===== src/rtl/wifi_rx_pkg.sv =====
// Shared definitions for the WiFi UART receive peripheral.
// Register offsets, STATUS bit positions and receiver FSM encoding.
// No logic; imported by the receiver core and the bus-facing top.
package wifi_rx_pkg;

  localparam logic [3:0] ADDR_DATA   = 4'h0;
  localparam logic [3:0] ADDR_STATUS = 4'h2;
  localparam logic [3:0] ADDR_CLEAR  = 4'h4;
  localparam logic [3:0] ADDR_COUNT  = 4'h6;

  localparam int ST_NOT_EMPTY = 0;
  localparam int ST_FULL      = 1;
  localparam int ST_OVERRUN   = 2;
  localparam int ST_FRAME_ERR = 3;
  localparam int ST_BUSY      = 4;

  typedef enum logic [2:0] {
    IDLE      = 3'd0,
    START     = 3'd1,
    DATA      = 3'd2,
    STOP      = 3'd3,
    WAIT_HIGH = 3'd4
  } rx_state_t;

endpackage


===== src/rtl/uart_rx_core.sv =====
// 8N1 UART receiver: synchronizer, baud counter and framing FSM.
// Latency: byte_valid pulses in the stop-bit sample cycle (~9.5 bits + 2 clk after start edge).
// No backpressure: the consumer must take rx_byte on the byte_valid pulse.
module uart_rx_core
  import wifi_rx_pkg::*;
#(
  parameter int CLKS_PER_BIT = 434
) (
  input  logic       clk,
  input  logic       rst,
  input  logic       rx,
  output logic [7:0] rx_byte,
  output logic       byte_valid,
  output logic       frame_err,
  output logic       busy
);

  localparam int CW = $clog2(CLKS_PER_BIT);
  localparam logic [CW-1:0] HALF_LAST = CW'(CLKS_PER_BIT / 2 - 1);
  localparam logic [CW-1:0] FULL_LAST = CW'(CLKS_PER_BIT - 1);

  logic            rx_meta, rx_s;
  rx_state_t       state_q, state_d;
  logic [CW-1:0]   cnt_q, cnt_d;
  logic [2:0]      bit_q, bit_d;
  logic [7:0]      shift_q, shift_d;

  // Two-flop synchronizer; resets to the idle (high) line level.
  always_ff @(posedge clk or posedge rst) begin
    if (rst) begin
      rx_meta <= 1'b1;
      rx_s    <= 1'b1;
    end else begin
      rx_meta <= rx;
      rx_s    <= rx_meta;
    end
  end

  // FSM, baud counter, bit index and shift register state.
  always_ff @(posedge clk or posedge rst) begin
    if (rst) begin
      state_q <= IDLE;
      cnt_q   <= '0;
      bit_q   <= '0;
      shift_q <= '0;
    end else begin
      state_q <= state_d;
      cnt_q   <= cnt_d;
      bit_q   <= bit_d;
      shift_q <= shift_d;
    end
  end

  // Next-state logic; start bit is checked at mid-bit, later bits one full bit apart.
  always_comb begin
    state_d    = state_q;
    cnt_d      = cnt_q + 1'b1;
    bit_d      = bit_q;
    shift_d    = shift_q;
    byte_valid = 1'b0;
    frame_err  = 1'b0;
    case (state_q)
      IDLE: begin
        cnt_d = '0;
        if (!rx_s) state_d = START;
      end
      START: begin
        if (cnt_q == HALF_LAST) begin
          cnt_d   = '0;
          bit_d   = '0;
          // A line that is high again at mid-start was only a glitch.
          state_d = rx_s ? IDLE : DATA;
        end
      end
      DATA: begin
        if (cnt_q == FULL_LAST) begin
          cnt_d          = '0;
          shift_d[bit_q] = rx_s;
          if (bit_q == 3'd7) state_d = STOP;
          else               bit_d   = bit_q + 1'b1;
        end
      end
      STOP: begin
        if (cnt_q == FULL_LAST) begin
          cnt_d = '0;
          if (rx_s) begin
            byte_valid = 1'b1;
            state_d    = IDLE;
          end else begin
            // Hold off until the line recovers so a break reports one error.
            frame_err = 1'b1;
            state_d   = WAIT_HIGH;
          end
        end
      end
      WAIT_HIGH: begin
        cnt_d = '0;
        if (rx_s) state_d = IDLE;
      end
      default: state_d = IDLE;
    endcase
  end

  assign rx_byte = shift_q;
  assign busy    = (state_q != IDLE);

endmodule


===== src/rtl/peripheral_wifi_rx.sv =====
// J1 I/O peripheral: buffers WiFi UART bytes in a FIFO, exposes DATA/STATUS/COUNT, level irq.
// Latency: byte visible in STATUS/COUNT one cycle after the stop-bit sample; reads are combinational.
// No backpressure to the line: a byte arriving on a full FIFO is dropped and sets sticky overrun.
module peripheral_wifi_rx
  import wifi_rx_pkg::*;
#(
  parameter int CLKS_PER_BIT = 434,
  parameter int FIFO_DEPTH   = 16
) (
  input  logic        clk,
  input  logic        rst,
  input  logic [15:0] d_in,
  input  logic        cs,
  input  logic [3:0]  addr,
  input  logic        rd,
  input  logic        wr,
  output logic [15:0] d_out,
  input  logic        rx,
  output logic        irq
);

  localparam int AW = $clog2(FIFO_DEPTH);

  logic [7:0]  rx_byte;
  logic        byte_valid, frame_err, busy;

  logic [7:0]  mem [FIFO_DEPTH];
  logic [AW-1:0] wr_ptr, rd_ptr;
  logic [AW:0]   count, count_d;
  logic        empty, full;
  logic        rd_data_term, rd_data_q, pop, push;
  logic        clear_wr, flush, overrun_set;
  logic        overrun, framing_err;
  logic        unused_d_in;

  uart_rx_core #(.CLKS_PER_BIT(CLKS_PER_BIT)) u_core (
    .clk        (clk),
    .rst        (rst),
    .rx         (rx),
    .rx_byte    (rx_byte),
    .byte_valid (byte_valid),
    .frame_err  (frame_err),
    .busy       (busy)
  );

  assign empty        = (count == '0);
  assign full         = (count == (AW+1)'(FIFO_DEPTH));
  assign rd_data_term = cs && rd && (addr == ADDR_DATA);
  // One pop per read access, however long the strobe is held.
  assign pop          = rd_data_term && !rd_data_q && !empty;
  assign clear_wr     = cs && wr && (addr == ADDR_CLEAR);
  assign flush        = clear_wr && d_in[2];
  // A full FIFO still accepts the byte when the head leaves in the same cycle.
  assign push         = byte_valid && (!full || pop) && !flush;
  assign overrun_set  = byte_valid && full && !pop && !flush;
  assign unused_d_in  = ^d_in[15:3];

  // Occupancy after this cycle's flush/push/pop.
  always_comb begin
    count_d = count;
    if (flush)              count_d = '0;
    else if (push && !pop)  count_d = count + 1'b1;
    else if (pop && !push)  count_d = count - 1'b1;
  end

  // FIFO pointers, occupancy, read-edge detect and registered irq.
  always_ff @(posedge clk or posedge rst) begin
    if (rst) begin
      wr_ptr    <= '0;
      rd_ptr    <= '0;
      count     <= '0;
      rd_data_q <= 1'b0;
      irq       <= 1'b0;
    end else begin
      rd_data_q <= rd_data_term;
      count     <= count_d;
      irq       <= (count_d != '0);
      if (flush) begin
        wr_ptr <= '0;
        rd_ptr <= '0;
      end else begin
        if (push) wr_ptr <= wr_ptr + 1'b1;
        if (pop)  rd_ptr <= rd_ptr + 1'b1;
      end
    end
  end

  // Byte storage; contents are only meaningful below count, so no reset.
  always_ff @(posedge clk) begin
    if (push) mem[wr_ptr] <= rx_byte;
  end

  // Sticky error flags; a same-cycle set beats the clear.
  always_ff @(posedge clk or posedge rst) begin
    if (rst) begin
      overrun     <= 1'b0;
      framing_err <= 1'b0;
    end else begin
      overrun     <= (overrun && !(clear_wr && d_in[0])) || overrun_set;
      framing_err <= (framing_err && !(clear_wr && d_in[1])) || frame_err;
    end
  end

  // Read mux; anything but a selected read of a readable register gives 0.
  always_comb begin
    d_out = '0;
    if (cs && rd) begin
      case (addr)
        ADDR_DATA:   d_out = empty ? 16'h0000 : {8'h00, mem[rd_ptr]};
        ADDR_STATUS: begin
          d_out[ST_NOT_EMPTY] = !empty;
          d_out[ST_FULL]      = full;
          d_out[ST_OVERRUN]   = overrun;
          d_out[ST_FRAME_ERR] = framing_err;
          d_out[ST_BUSY]      = busy;
        end
        ADDR_COUNT:  d_out = 16'(count);
        default:     d_out = '0;
      endcase
    end
  end

endmodule


===== config.mk =====
export PLATFORM = sky130hd
export DESIGN_NAME = peripheral_wifi_rx
export DESIGN_NICKNAME = d
export VERILOG_FILES = /design/src/rtl/wifi_rx_pkg.sv /design/src/rtl/uart_rx_core.sv /design/src/rtl/peripheral_wifi_rx.sv
export SDC_FILE = /design/constraint.sdc
export NUM_CORES = 1
export LEC_CHECK = 0
export BUFFER_PORTS_ARGS = -buffer_cell sky130_fd_sc_hd__buf_2
export CORE_UTILIZATION = 61
export DETAILED_ROUTE_END_ITERATION = 6
export PLACE_DENSITY = 0.8
export SETUP_SLACK_MARGIN = 0.5
export SYNTH_ARGS = -nofsm -noshare
export SYNTH_HDL_FRONTEND = slang
export SYNTH_SLANG_ARGS = --single-unit

===== constraint.sdc =====
create_clock -name clk -period 3.3 [get_ports clk]
set_clock_uncertainty 0.15 [all_clocks]
set_input_delay 0.495 -clock clk [delete_from_list [all_inputs] [get_ports clk]]
set_output_delay 0.495 -clock clk [all_outputs]
set_load 0.02 [all_outputs]

Yosys cells after proc, flatten, opt, wreduce, memory -nomap -nowiden
Memories as Yosys holds them, arrays and structs flattened.
Cells that the tools add are included.
Widths: inputs -> output; s select.
- register bits: 42
- memory bits (writable): 128
- word-level logic and storage cells: 121
- memories kept: 1
- $add $sub $neg: 6
- $lt $le $gt $ge: 2
- equal/unequal tests: 18
- multiplexer cells: 38
- reductions and logical operators: 43
- memories (name ; depth ; width ; rd ports ; clocked after Yosys merged registers in ; write ports ; line ; source):
    mem ; 16 ; 8 ; 1 ; 0 ; 1 ; peripheral_wifi_rx.sv:27 ; logic [7:0] mem [FIFO_DEPTH];
- operators with widths (operator ; count):
    $mux 3 ; 11
    $pmux 9 s3 ; 1
    $logic_and 1x1->1 ; 19
    $mux 9 ; 2
    $mux 4 ; 4
    $mux 8 ; 2
    $mux 5 ; 3
    $pmux 3 s5 ; 1
    $pmux 5 s3 ; 1
    $ne 2x1->1 const B ; 5
    $add 9x1->9 const B ; 1
    $eq 9x8->1 const B ; 1
    $eq 9x9->1 const B ; 1
    $mux 1 ; 9
    $add 4x1->4 const B ; 2
    $bwmux 8 ; 1
    $eq 4x3->1 const B ; 2
    $logic_not 1->1 ; 8
    $eq 3x2->1 const B ; 2
    $eq 3x3->1 const B ; 2
    $pmux 3 s2 ; 1
    $reduce_and 6->1 ; 1
    $reduce_bool 2->1 ; 3
    $add 5x1->5 const B ; 1
    other kinds (19) ; 23

Logic depth before layout (Yosys ltp)
- word-level depth: 13
- mapped depth: 9

By module
Synthesis repeated with hierarchy kept, for this count alone.
- cells, all modules: 486
- area total of the unflattened synthesis: 7619.8 µm²
- by module, submodules not included (module ; times used ; cells an instance ; area an instance (µm²)):
    peripheral_wifi_rx ; 1 ; 359 ; 6241.0
    uart_rx_core ; 1 ; 127 ; 1378.8

Worst setup path after synthesis
Ideal clock, no wire load.
- path kind: register to output
- start: reg rd_ptr[0]
- end: out d_out[4]
- arrival: 2.143 ns
- data required time: 2.655 ns
- path slack: 0.512 ns
- stages on the path, launching flop included: 9
- path through: dfrtp_1 -> buf_2 -> buf_2 -> buf_2 -> mux4_2 -> mux2i_1 -> a21oi_1 -> a32oi_1 -> nor2_1
- longest elaborated chain between the ends: 4
- ends and longest elaborated chain (element ; line ; source):
    start, declared ; peripheral_wifi_rx.sv:28 ; logic [AW-1:0] wr_ptr, rd_ptr;
    start signal, assigned ; peripheral_wifi_rx.sv:83 ; if (pop) rd_ptr <= rd_ptr + 1'b1;
    $mem_v2 16x8 ; -- ;
    $mux 8 ; peripheral_wifi_rx.sv:109 ; ADDR_DATA: d_out = empty ? 16'h0000 : {8'h00, mem[rd_ptr]};
    $pmux 5 s3 ; peripheral_wifi_rx.sv:108 ; case (addr)
    $mux 8 ; peripheral_wifi_rx.sv:107 ; if (cs && rd) begin
    end, declared ; peripheral_wifi_rx.sv:17 ; output logic [15:0] d_out,
No other way between the ends.

Worst setup path in the final report
Ends and elaborated chain as after synthesis.

==> results.sh <==
export IMPL_grt_pass1_vias=4313
export IMPL_syn2layout_area_growth_pct=15.6
export IMPL_finalSetupViolCount=0
export IMPL_hp_class="primary input to asynchronous set/reset pin"
export IMPL_critPathMaxFanout=5
export IMPL_setup_tns_ns=0
export IMPL_worstSetupPathType="register to output pin"
export IMPL_firstDrtPassIters=7
export IMPL_finalWirelength_um=15100
export IMPL_cts_buffers=17
export IMPL_antenna_left=0
export IMPL_drive_gt1_frac=0.326
export IMPL_drt_initial_drc_count=504
export IMPL_clockBufferDepth=2
export IMPL_drc=0
export IMPL_peakVddDrop_mv=0.265
export IMPL_fmax_mhz=321
export IMPL_start_util=0.626
export IMPL_gp_congestion=0.882
export IMPL_slowest_delay_ns=0.51
export IMPL_nFillCells=715
export IMPL_grt_pass1_wl_um=23600
export IMPL_grt_overflow=0
export IMPL_status="finished, final reports clean"
export IMPL_grt_start_max_net_pins=43
export IMPL_cts_tree="built"
export IMPL_hold_viol_final=0
export IMPL_worstSetupStartpointType="register"
export IMPL_endpoint_kind="output pin"
export IMPL_num_vias=4296
export IMPL_path_buf_inv=3
export IMPL_wl_per_cell_um=22.2
export IMPL_yosys_area_top_type="edfxtp_1"
export IMPL_cts_htree_levels=4
export IMPL_ys_warnings_count=0
export IMPL_syn_inst=483
export IMPL_antenna_found_initial=0
export IMPL_ios=43
export IMPL_core_region_area_sq_um=12000
export IMPL_routed_via_density=6.31
export IMPL_worstPathArrival_ns=2.47
export IMPL_power_leakage_nw=3.46
export IMPL_power_mw=5.05
export IMPL_period_share=0.943
export IMPL_cts_root_buf="clkbuf_16"
export IMPL_synth_top_cell_area_share=0.511
export IMPL_clk_pin_slew_ns=0.06
export IMPL_grt_total_usage=0.258
export IMPL_syn_area_per_cell_sq_um=15.6
export IMPL_worstSkewPairLatency_ns=0.43
export IMPL_ys_dominant_reg_cell="edfxtp_1"
export IMPL_ys_ff_latch=170
export IMPL_crit_family="multiplexers"
export IMPL_power_density_nw_per_um2=581
export IMPL_finalWorstPathRequiredPeriod_ns=3.11
export IMPL_rows=40
export IMPL_io_buffers=21
export IMPL_netlist_area_sq_um=7520
export IMPL_yosys_top_cells_area="edfxtp_1 (51%), dfrtp_1 (13%), mux4_2 (11%)"
export IMPL_n_antenna_cell=0
export IMPL_nets=560
export IMPL_worstPathRequired_ns=2.65
export IMPL_synth_edff_count=128
export IMPL_cpMaxStageDelayCell="dfrtp_4"
export IMPL_dp_hpwl_um=9600
export IMPL_synth_cell_type_count=57
export IMPL_die_area_sq_um=12800
export IMPL_drv_slew=0
export IMPL_rsz0062_at_grt="true"
export IMPL_die_y_um=113
export IMPL_synth_async_reset_ratio=0.247
export IMPL_seq_area_frac_synth=0.651
export IMPL_maxCapViolCount=0
export IMPL_cts_sinks=170
export IMPL_crit_chain="buf_12 -> clkbuf_16 -> mux4_2 -> mux2i_2 -> a21oi_2 -> a32oi_1 -> nor2_1 -> buf_4"
export IMPL_relSlewSlack=0.485
export IMPL_worst_pin_slew_ns=0.773
export IMPL_fp_dieW_um=113
[area by class of cell]
type	count	area, sq um	area share
clock buffers	17	425	0.0489
well taps	147	184	0.0212
clock inverters	15	149	0.0171
repair buffers	44	420	0.0484
flip-flops and latches	170	4900	0.564
multi-input cells	275	2560	0.295
inverters	13	48.8	0.00561
[stage by stage]
stage / util / area, sq um / hold slack (ns) / std cells / setup slack, ns
floorplan: - / 7550 / 0.195 / 490 / 0.512
global placement: 0.648 / 7780 / 0.196 / 639 / 0.290
detailed placement: 0.648 / 7780 / 0.201 / 639 / 0.202
CTS: 0.713 / 8560 / 0.00655 / 679 / 0.173
global route: 0.724 / 8690 / 0.107 / 681 / 0.133
finish: 0.724 / 8690 / 0.0536 / 681 / 0.189
[flip-flops by register name, summed over array words and instances (netlist names)]
name,count
mem,128
u_core.cnt_q,9
u_core.rx_byte,8
count,5
rd_ptr,4
wr_ptr,4
u_core.bit_q,3
u_core.state_q,3
framing_err,1
irq,1
overrun,1
rd_data_q,1
u_core.rx_meta,1
u_core.rx_s,1
[what timing repair did]
action / in CTS / in global routing
gates resized for setup: 38 / 25
pin swaps: 9 / 12
buffers inserted: 6 / 0
endpoints found under the setup margin: 136 / 96
gates cloned: 2 / 1
hold buffers: 0 / 1
endpoints found under the hold margin: 0 / 1
[layer usage]
| metal | wire, um | global-route usage | up-vias |
|---|---|---|---|
| met5 | 0 | 0 | - |
| met4 | 272 | 0.112 | 0 |
| met3 | 1060 | 0.0637 | 30 |
| met2 | 7930 | 0.422 | 175 |
| met1 | 5870 | 0.332 | 2185 |
| li1 | - | - | 1906 |
[power breakdown]
| part | switching, mW | internal (mW) |
|---|---|---|
| sequential | 0.0648 | 2.32 |
| combinational | 0.338 | 0.402 |
| clock | 0.821 | 1.11 |
[tightest hold or removal path, delay by kind of cell]
family,cells,cell delay (ns)
buf+inv,3,0.59
[synth_stat cells (all sizes together) (3+ instances only)]
| master | instances |
|---|---|
| nand4 | 3 |
| xor2 | 6 |
| a32oi | 4 |
| buf | 16 |
| a211oi | 5 |
| nor2 | 35 |
| dfrtp | 40 |
| nor3 | 6 |
| a21oi | 11 |
| nor2b | 10 |
| nand3 | 13 |
| and2 | 16 |
| o21ai | 7 |
| mux2i | 10 |
| and3 | 9 |
| ha | 13 |
| edfxtp | 128 |
| mux2 | 11 |
| nand2 | 23 |
| inv | 13 |
| mux4 | 36 |
| xnor2 | 9 |
| clkbuf | 16 |
| nor4 | 3 |
[layout by cell type, fill, tap and decap left out, types with 4 or more instances in the layout]
master	n
mux2i_1	7
nand2_1	22
nor2_1	35
clkinv_2	6
o21ai_0	6
and2_1	4
buf_2	15
mux4_2	36
xor2_1	6
buf_4	15
nand3_1	12
and3_1	4
xnor2_1	9
nor3_1	6
nor2b_1	6
ha_1	12
buf_6	6
and3_2	5
a21oi_2	4
inv_1	13
a21oi_1	7
nor2b_4	4
dfrtp_1	39
a32oi_1	4
edfxtp_1	128
and2_2	12
conb_1	8
clkbuf_16	18
mux2_2	11
[path summary, 6_finish.rpt]
kind / startpoint / end / slack [ns] / cells past startpoint
min in group clk: u_core.rx_meta / u_core.rx_s / 0.21 / 0
max: rd_ptr[0] / d_out[4] / 0.19 / 8
max reg2reg: count[0] / mem[15][5] / 0.57 / 7
min reg2reg: u_core.rx_meta / u_core.rx_s / 0.21 / 0
max in group asynchronous: rst / rd_ptr[0] / 2.54 / 3
min: rst / u_core.cnt_q[6] / 0.05 / 3
[kinds of logic (layout without fill, tap and decap cells)]
| group | Yosys count | in the layout | synth area share |
|---|---|---|---|
| AO/OA/AOI/OAI | 38 | 38 | 0.0354 |
| XOR/XNOR | 15 | 15 | 0.0175 |
| adder cells (fa/ha/maj) | 13 | 13 | 0.0216 |
| buffers and inverters | 45 | 89 | 0.0293 |
| flip-flops | 170 | 170 | 0.651 |
| multiplexers | 57 | 57 | 0.138 |
| other | 1 | 8 | 0.000499 |
| AND/OR/NAND/NOR | 144 | 144 | 0.107 |
No activity file was read; power rests on OpenSTA's default activity.
